`config.mk`:
```
export PLATFORM = sky130hd
export DESIGN_NAME = t_ff_monitor
export DESIGN_NICKNAME = d
export VERILOG_FILES = /design/src/rtl/t_ff_monitor.sv
export SDC_FILE = /design/constraint.sdc
export NUM_CORES = 1
export LEC_CHECK = 0
export CORE_UTILIZATION = 45
export CTS_CLUSTER_SIZE = 40
export DETAILED_ROUTE_END_ITERATION = 10
export GPL_ROUTABILITY_DRIVEN = 0
export GPL_TIMING_DRIVEN = 0
export MAX_ROUTING_LAYER = met4
export PLACE_DENSITY = 0.71
export RECOVER_POWER = 100
export SLEW_MARGIN = 20
export SYNTH_ARGS = -nofsm -noshare
export SYNTH_HDL_FRONTEND = slang
export SYNTH_SLANG_ARGS = --single-unit
```
`constraint.sdc`:
```
create_clock -name clk -period 4 [get_ports clk]
set_clock_uncertainty 0.1 [all_clocks]
set_input_delay 0.8 -clock clk [delete_from_list [all_inputs] [get_ports clk]]
set_output_delay 0.8 -clock clk [all_outputs]
set_load 0.01 [all_outputs]
```
`src/rtl/t_ff_monitor.sv`:
```
`timescale 1ns / 1ps
`default_nettype none
// ============================================================================
//  Module   : t_ff_monitor
//  Brief    : Observes a T flip-flop (its T input and Q output), recovers the
//             applied toggle from successive Q samples and flags any edge where
//             Q did not follow the previous T. Counts toggles and mismatches,
//             with a warm-up phase and an absorbing FAIL state.
//  Revision : 1.0 - initial release
// ============================================================================
module t_ff_monitor #(
  parameter int CNT_W     = 8,
  parameter int WARMUP    = 2,
  parameter int ERR_LIMIT = 4
) (
  input  logic             clk,
  input  logic             rst,
  input  logic             en,
  input  logic             T,
  input  logic             Q,
  output logic             t_rec,
  output logic             mismatch,
  output logic             err_sticky,
  output logic [CNT_W-1:0] toggle_cnt,
  output logic [CNT_W-1:0] mismatch_cnt,
  output logic [1:0]       state
);

  typedef enum logic [1:0] {
    S_IDLE  = 2'd0,
    S_WARM  = 2'd1,
    S_CHECK = 2'd2,
    S_FAIL  = 2'd3
  } state_t;

  localparam logic [CNT_W-1:0] c_CNT_MAX   = {CNT_W{1'b1}};
  localparam logic [CNT_W-1:0] c_ERR_LIMIT = CNT_W'(ERR_LIMIT);
  localparam logic [3:0]       c_WARM_LAST = 4'(WARMUP - 1);

  state_t           r_state;
  logic             r_q_prev;
  logic             r_t_prev;
  logic [3:0]       r_warm_cnt;
  logic             r_t_rec;
  logic             r_mismatch;
  logic             r_err_sticky;
  logic [CNT_W-1:0] r_toggle_cnt;
  logic [CNT_W-1:0] r_mismatch_cnt;

  logic             w_t_rec;
  logic             w_toggle;
  logic             w_mm;
  logic [CNT_W-1:0] w_toggle_next;
  logic [CNT_W-1:0] w_mm_cnt_next;

  assign w_t_rec  = Q ^ r_q_prev;
  assign w_toggle = (Q != r_q_prev);

  // Mismatch when the recovered toggle differs from the previous T. The
  // default-then-clear form makes an unknown comparison count as an error.
  always_comb begin
    w_mm = 1'b1;
    if (w_t_rec == r_t_prev) begin
      w_mm = 1'b0;
    end
  end

  // Saturating next values for both counters.
  always_comb begin
    w_toggle_next = (r_toggle_cnt == c_CNT_MAX) ? r_toggle_cnt : r_toggle_cnt + CNT_W'(1);
    w_mm_cnt_next = (r_mismatch_cnt == c_CNT_MAX) ? r_mismatch_cnt : r_mismatch_cnt + CNT_W'(1);
  end

  // Monitor state machine with all outputs registered.
  always_ff @(posedge clk or posedge rst) begin
    if (rst) begin
      r_state        <= S_IDLE;
      r_q_prev       <= 1'b0;
      r_t_prev       <= 1'b0;
      r_warm_cnt     <= 4'd0;
      r_t_rec        <= 1'b0;
      r_mismatch     <= 1'b0;
      r_err_sticky   <= 1'b0;
      r_toggle_cnt   <= '0;
      r_mismatch_cnt <= '0;
    end else begin
      case (r_state)
        S_IDLE: begin
          r_t_rec    <= 1'b0;
          r_mismatch <= 1'b0;
          if (en) begin
            r_state    <= S_WARM;
            r_warm_cnt <= 4'd0;
            r_q_prev   <= Q;
            r_t_prev   <= T;
          end
        end

        S_WARM: begin
          r_t_rec    <= 1'b0;
          r_mismatch <= 1'b0;
          if (!en) begin
            r_state <= S_IDLE;
          end else begin
            r_q_prev   <= Q;
            r_t_prev   <= T;
            r_warm_cnt <= r_warm_cnt + 4'd1;
            if (r_warm_cnt == c_WARM_LAST) begin
              r_state <= S_CHECK;
            end
          end
        end

        S_CHECK: begin
          if (!en) begin
            // Leaving discards the current sample; counters are kept.
            r_state    <= S_IDLE;
            r_t_rec    <= 1'b0;
            r_mismatch <= 1'b0;
          end else begin
            r_t_rec    <= w_t_rec;
            r_mismatch <= w_mm;
            r_q_prev   <= Q;
            r_t_prev   <= T;
            if (w_toggle) begin
              r_toggle_cnt <= w_toggle_next;
            end
            if (w_mm) begin
              r_mismatch_cnt <= w_mm_cnt_next;
              r_err_sticky   <= 1'b1;
              if (w_mm_cnt_next >= c_ERR_LIMIT) begin
                r_state <= S_FAIL;
              end
            end
          end
        end

        S_FAIL: begin
          // Absorbing: en ignored, counters frozen, t_rec keeps tracking.
          r_t_rec    <= w_t_rec;
          r_mismatch <= 1'b0;
          r_q_prev   <= Q;
          r_t_prev   <= T;
        end

        default: begin
          r_state <= S_IDLE;
        end
      endcase
    end
  end

  assign t_rec        = r_t_rec;
  assign mismatch     = r_mismatch;
  assign err_sticky   = r_err_sticky;
  assign toggle_cnt   = r_toggle_cnt;
  assign mismatch_cnt = r_mismatch_cnt;
  assign state        = r_state;

endmodule
`default_nettype wire

```
After elaboration in Yosys (flattened, before gate mapping)
Index checks and enable logic that the tools add are counted.
- add/subtract/negate cells: 3
- order comparisons: 1
- eq/ne operators: 14
- mux-type cells: 20
- bitwise operators: 3
- reduce and logical (&&, ||, !) cells: 10
- operators by type and width (cell ; count):
    $add 8x1->8 const B ; 2
    $eq 8x8->1 const B ; 2
    $mux 2 ; 6
    $ne 3x3->1 const B ; 3
    $ge 8x3->1 const B ; 1
    $mux 4 ; 2
    $mux 8 ; 1
    $pmux 4 s2 ; 1
    $pmux 1 s2 ; 3
    $pmux 2 s3 ; 1
    $reduce_and 3->1 ; 2
    $reduce_or 3->1 ; 2
    $mux 1 ; 5
    $reduce_and 5->1 ; 1
    $add 4x1->4 const B ; 1
    $eq 2x2->1 const B ; 2
    $eq 4x1->1 const B ; 1
    $ne 2x2->1 const B ; 2
    $reduce_and 4->1 ; 1
    $pmux 1 s3 ; 1
    $reduce_bool 3->1 ; 1
    $eq 2x1->1 const B ; 1
    $logic_not 2->1 ; 1
    $ne 2x1->1 const B ; 1
    other kinds (6) ; 7
- register bits after elaboration: 27
- bits of input ports: 5
- output and inout port bits: 21
- logic and storage cells: 60

Logic depth before layout (Yosys ltp)
- depth in word-level cells: 7
- gate-level depth with buffers: 6
- mapped depth without buffers: 6

Worst setup path after synthesis
Ideal clock, no wire load.
- kind: input to register
- from: input port en
- to: register r_toggle_cnt[1] (netlist: toggle_cnt[1])
- setup time: 0.125 ns
- arrival time: 1.785 ns
- data required time: 3.775 ns
- slack: 1.990 ns
- stages: 3
- path buffers: 0
- cell sequence: nand2_1 a211oi_2 mux2_2
- word-level cells in the longest chain between the ends: 1
- RTL lines (item ; RTL line ; text):
    from (decl) ; 18 ; input logic en,
    $reduce_and 4->1 (no line) ; n/a ;
    to (signal assigned) ; 126 ; r_toggle_cnt <= w_toggle_next;
    to (decl) ; 47 ; logic [CNT_W-1:0] r_toggle_cnt;
Every way passes these cells.
A chain may end at the register's enable or synchronous reset.

Worst setup path after layout
Ends and elaborated chain as after synthesis.

==> summary.md <==
| Metric | Value |
|---|---|
| Status | `finished clean` |
| Sw Ratio | `34.85%` |
| Final Net Count | `179` |
| Mux cell area share after synthesis | `4.696%` |
| WS Path Type | `input pin to flip-flop` |
| Clock power frac | `14.8%` |
| Largest net degree at the start of global routing | `28` |
| Ys flop type | `dfrtp_1` |
| Row count | `20` |
| First-pass detailed-route iteration total | `4` |
| Syn nets | `149` |
| Path depth of the worst reg2reg path | `5` |
| Hold_buf cts | `0` |
| WHS Endpoint | `err_sticky$_DFFE_PP0P_` |
| Clk buf depth | `2` |
| Reg clk slew, reported paths | `0.14 ns` |
| Crit path launch type | `input pin` |
| Unrepaired setup endpoints after global routing | `false` |
| Yosys top cell by area | `dfrtp_1` |
| Finished Cell Area | `0.001748 sq mm` |
| Die width | `58.55 um` |
| R2r endpoint | `toggle_cnt[1]$_DFFE_PP0P_` |
| Period utilization | `72.64%` |
| Antenna violations before repair | `0` |
| Pint | `0.5119 mW` |
| Core Area | `0.003053 sq mm` |
| TNS Setup | `0 ns` |
| Synth warnings | `0` |
| Hold path start | `err_sticky$_DFFE_PP0P_` |
| Pins Over Slew Limit | `0` |
| Total CTS buffers | `3` |
| Actual slew at the worst max-slew pin | `1.019 ns` |
| PostCTS Resize Cnt | `0` |
| Sequential cell area | `675.6 sq um` |
| Max Cap Viol | `0` |
| CTS tree | `built` |
| Synth unique cells | `36` |
| Largest family of logic cells by synthesized area | `simple AND/OR/NAND/NOR gates` |
| WHS Path Cells | `1` |
| Average wire per standard cell | `12.65 um` |
| Register area share after synthesis | `46.96%` |
| Post CTS Setup Buffer Count | `0` |
| Worst Path Max Fanout | `8` |
| IO Port Bufs | `25` |
| GR peak layer | `met2` |
| Total wire length | `2632 um` |
| Placed cell area | `0.001744 sq mm` |
| 1st-iter DRT viols | `35` |
| DRC | `0` |
| Comb power frac | `35.5%` |
| Die Y | `58.55 um` |
| Via-per-instance ratio | `5.337` |
| First-pass GRT wire length | `4664 um` |
| Min-Delay Path Class | `flip-flop to flip-flop` |
| Final setup violation count | `0` |
| Mapped Cells | `135` |
| Max H-tree Level | `1` |
| DPL Wire Length | `1931 um` |
| Peak VDD IR | `0.0002519 V` |
| Mean Syn Cell Area | `10.66 sq um` |
| Grt met2 use | `30.05%` |
| Area contributors post-synth | `dfrtp_1, ha_1, xnor2_1` |
| Simple-Gate Fraction of Synth Area | `19.13%` |
| CP endpoint kind | `flip-flop` |
| DR vias | `1110` |
| FF+latch count, synth | `27` |
| Worst Path Required | `4.12 ns` |
| Post-synth EDFFs | `0` |
| Vias in the first global route | `1068` |
| Clock Sinks | `27` |
| Total Routing Usage GR | `18.31%` |
| Asr flop ratio synth | `100.0%` |
| NetSw | `0.2738 mW` |
| Clock Tree Root | `clkbuf_4` |
| Full die area | `0.003428 sq mm` |
| Post-synthesis adder-cell area fraction | `7.826%` |
| Final min period | `2.905 ns` |
| Worst R2R Setup Slack | `1.58 ns` |
| Met3 GRT Util | `2.198%` |
| FMAX | `344.2 MHz` |
| Yosys top cell area share | `46.96%` |
| Crit path DAT | `3.03 ns` |
| Area of the multi-input gates | `710.7 sq um` |
| Reg-to-reg startpoint | `state[0]$_DFFE_PP0P_` |
| Fraction of layout cells with a size suffix above 1 | `6.098%` |
| Grt met1 use | `23.25%` |
| Reg power frac | `49.7%` |
| Power per cell area | `449.5 mW/mm^2` |
| Synth-to-layout area growth | `21.48%` |
| Slew headroom | `32.01%` |
| Initial Util | `47.13%` |
| Final Hold Fails | `0` |
| I/O Pins | `26` |
| Clock latency on the worst-skew pair | `0.32 ns` |
| Post-route ant nets | `0` |
| Antenna cells | `0` |
| Static leakage | `0.8373 nW` |
| # fillers | `292` |
| Synth Area in Compound Gates | `11.04%` |
| Post-Synth XOR/XNOR Area | `8.261%` |
| Post-synthesis instance area | `0.001439 sq mm` |
| GRT overflow | `0` |
how the worst max path moves through the flow:
stage                     start                   endpoint  slack, ns  cells after the start
final                        en  toggle_cnt[1]$_DFFE_PP0P_       1.09                      4
after global placement       en  toggle_cnt[1]$_DFFE_PP0P_       1.15                      4
after global routing         en  toggle_cnt[5]$_DFFE_PP0P_       0.85                      5
after detailed placement     en  toggle_cnt[1]$_DFFE_PP0P_       1.11                      4
after floorplan              en  toggle_cnt[1]$_DFFE_PP0P_       1.99                      3
after CTS                    en  toggle_cnt[1]$_DFFE_PP0P_       1.46                      4
cell usage after synthesis, drive strengths merged (3+ instances only):
cell type and instances:
and3 6, nand4 4, ha 9, xnor2 10
a21oi 3, nor2 8, mux2 6, nand2 12
nand3 11, inv 7, o21ai 6, dfrtp 27
routing by layer:
metal  up-vias  part of all wire [%]
li1        547                     -
met1       537                    48
met2        24                    48
met3         2                   3.3
met4         0                  0.57
met5         -                     0
kinds of logic (layout without fill, tap and decap cells):
kind of cell	Yosys count	in the layout
xor+xnor	12	12
simple gates	51	51
mux	6	6
buf+inv	8	37
fa+ha+maj	9	9
compound gates	22	22
flops	27	27
power by group through the flow:
stage          clock, mW  sequential (mW)  combinational [mW]
2_1_floorplan          0            0.400               0.180
3_3_place_gp           0            0.393               0.290
3_5_place_dp           0            0.397               0.299
4_1_cts            0.123            0.392               0.300
5_1_grt            0.132            0.399               0.319
6_report           0.116            0.390               0.279
state kept, by name, summed over array words and instances, names as in the netlist:
register,cells
err_sticky,1
mismatch,1
mismatch_cnt,8
r_q_prev,1
r_t_prev,1
r_warm_cnt,4
state,2
t_rec,1
toggle_cnt,8
final cells by class:
class                      instances  share of cell area [%]
buffer                             1                  0.2147
timing repair buffer              25                   14.32
inverter                           7                   1.503
multi-input combinational        100                   40.66
sequential                        27                   38.65
tap                               44                   3.150
clock buffer                       4                   1.503
worst max-delay path, stage by stage:
cell	delay, ns
dlygate4sd3_1	0.69
nand2_1	0.24
a211oi_1	0.88
mux2_2	0.42
stage by stage:
stage	setup WS, ns	hold slack (ns)	std cells	total power, mW	utilization [%]
final	1.095	0.3847	208	0.7856	57.25
after global routing	0.8525	0.4297	208	0.8498	57.25
after CTS	1.459	0.3987	208	0.8145	57.99
after detailed placement	1.106	0.3645	204	0.6954	57.13
after global placement	1.155	0.3530	204	0.6828	57.13
after floorplan	1.990	0.4122	135	0.5803	-
layout by cell type (no fill, tap or decap), types with 3 or more instances in the layout:
cell and count:
a21oi_1 3, and3_1 6, clkbuf_4 3, dfrtp_1 27, dlygate4sd3_1 24, ha_1 9, inv_1 7, mux2_2 5
nand2_1 12, nand3_1 11, nand4_1 4, nor2_1 8, o21ai_0 6, xnor2_1 10
Note: power is estimated with default switching activity, not from simulation.
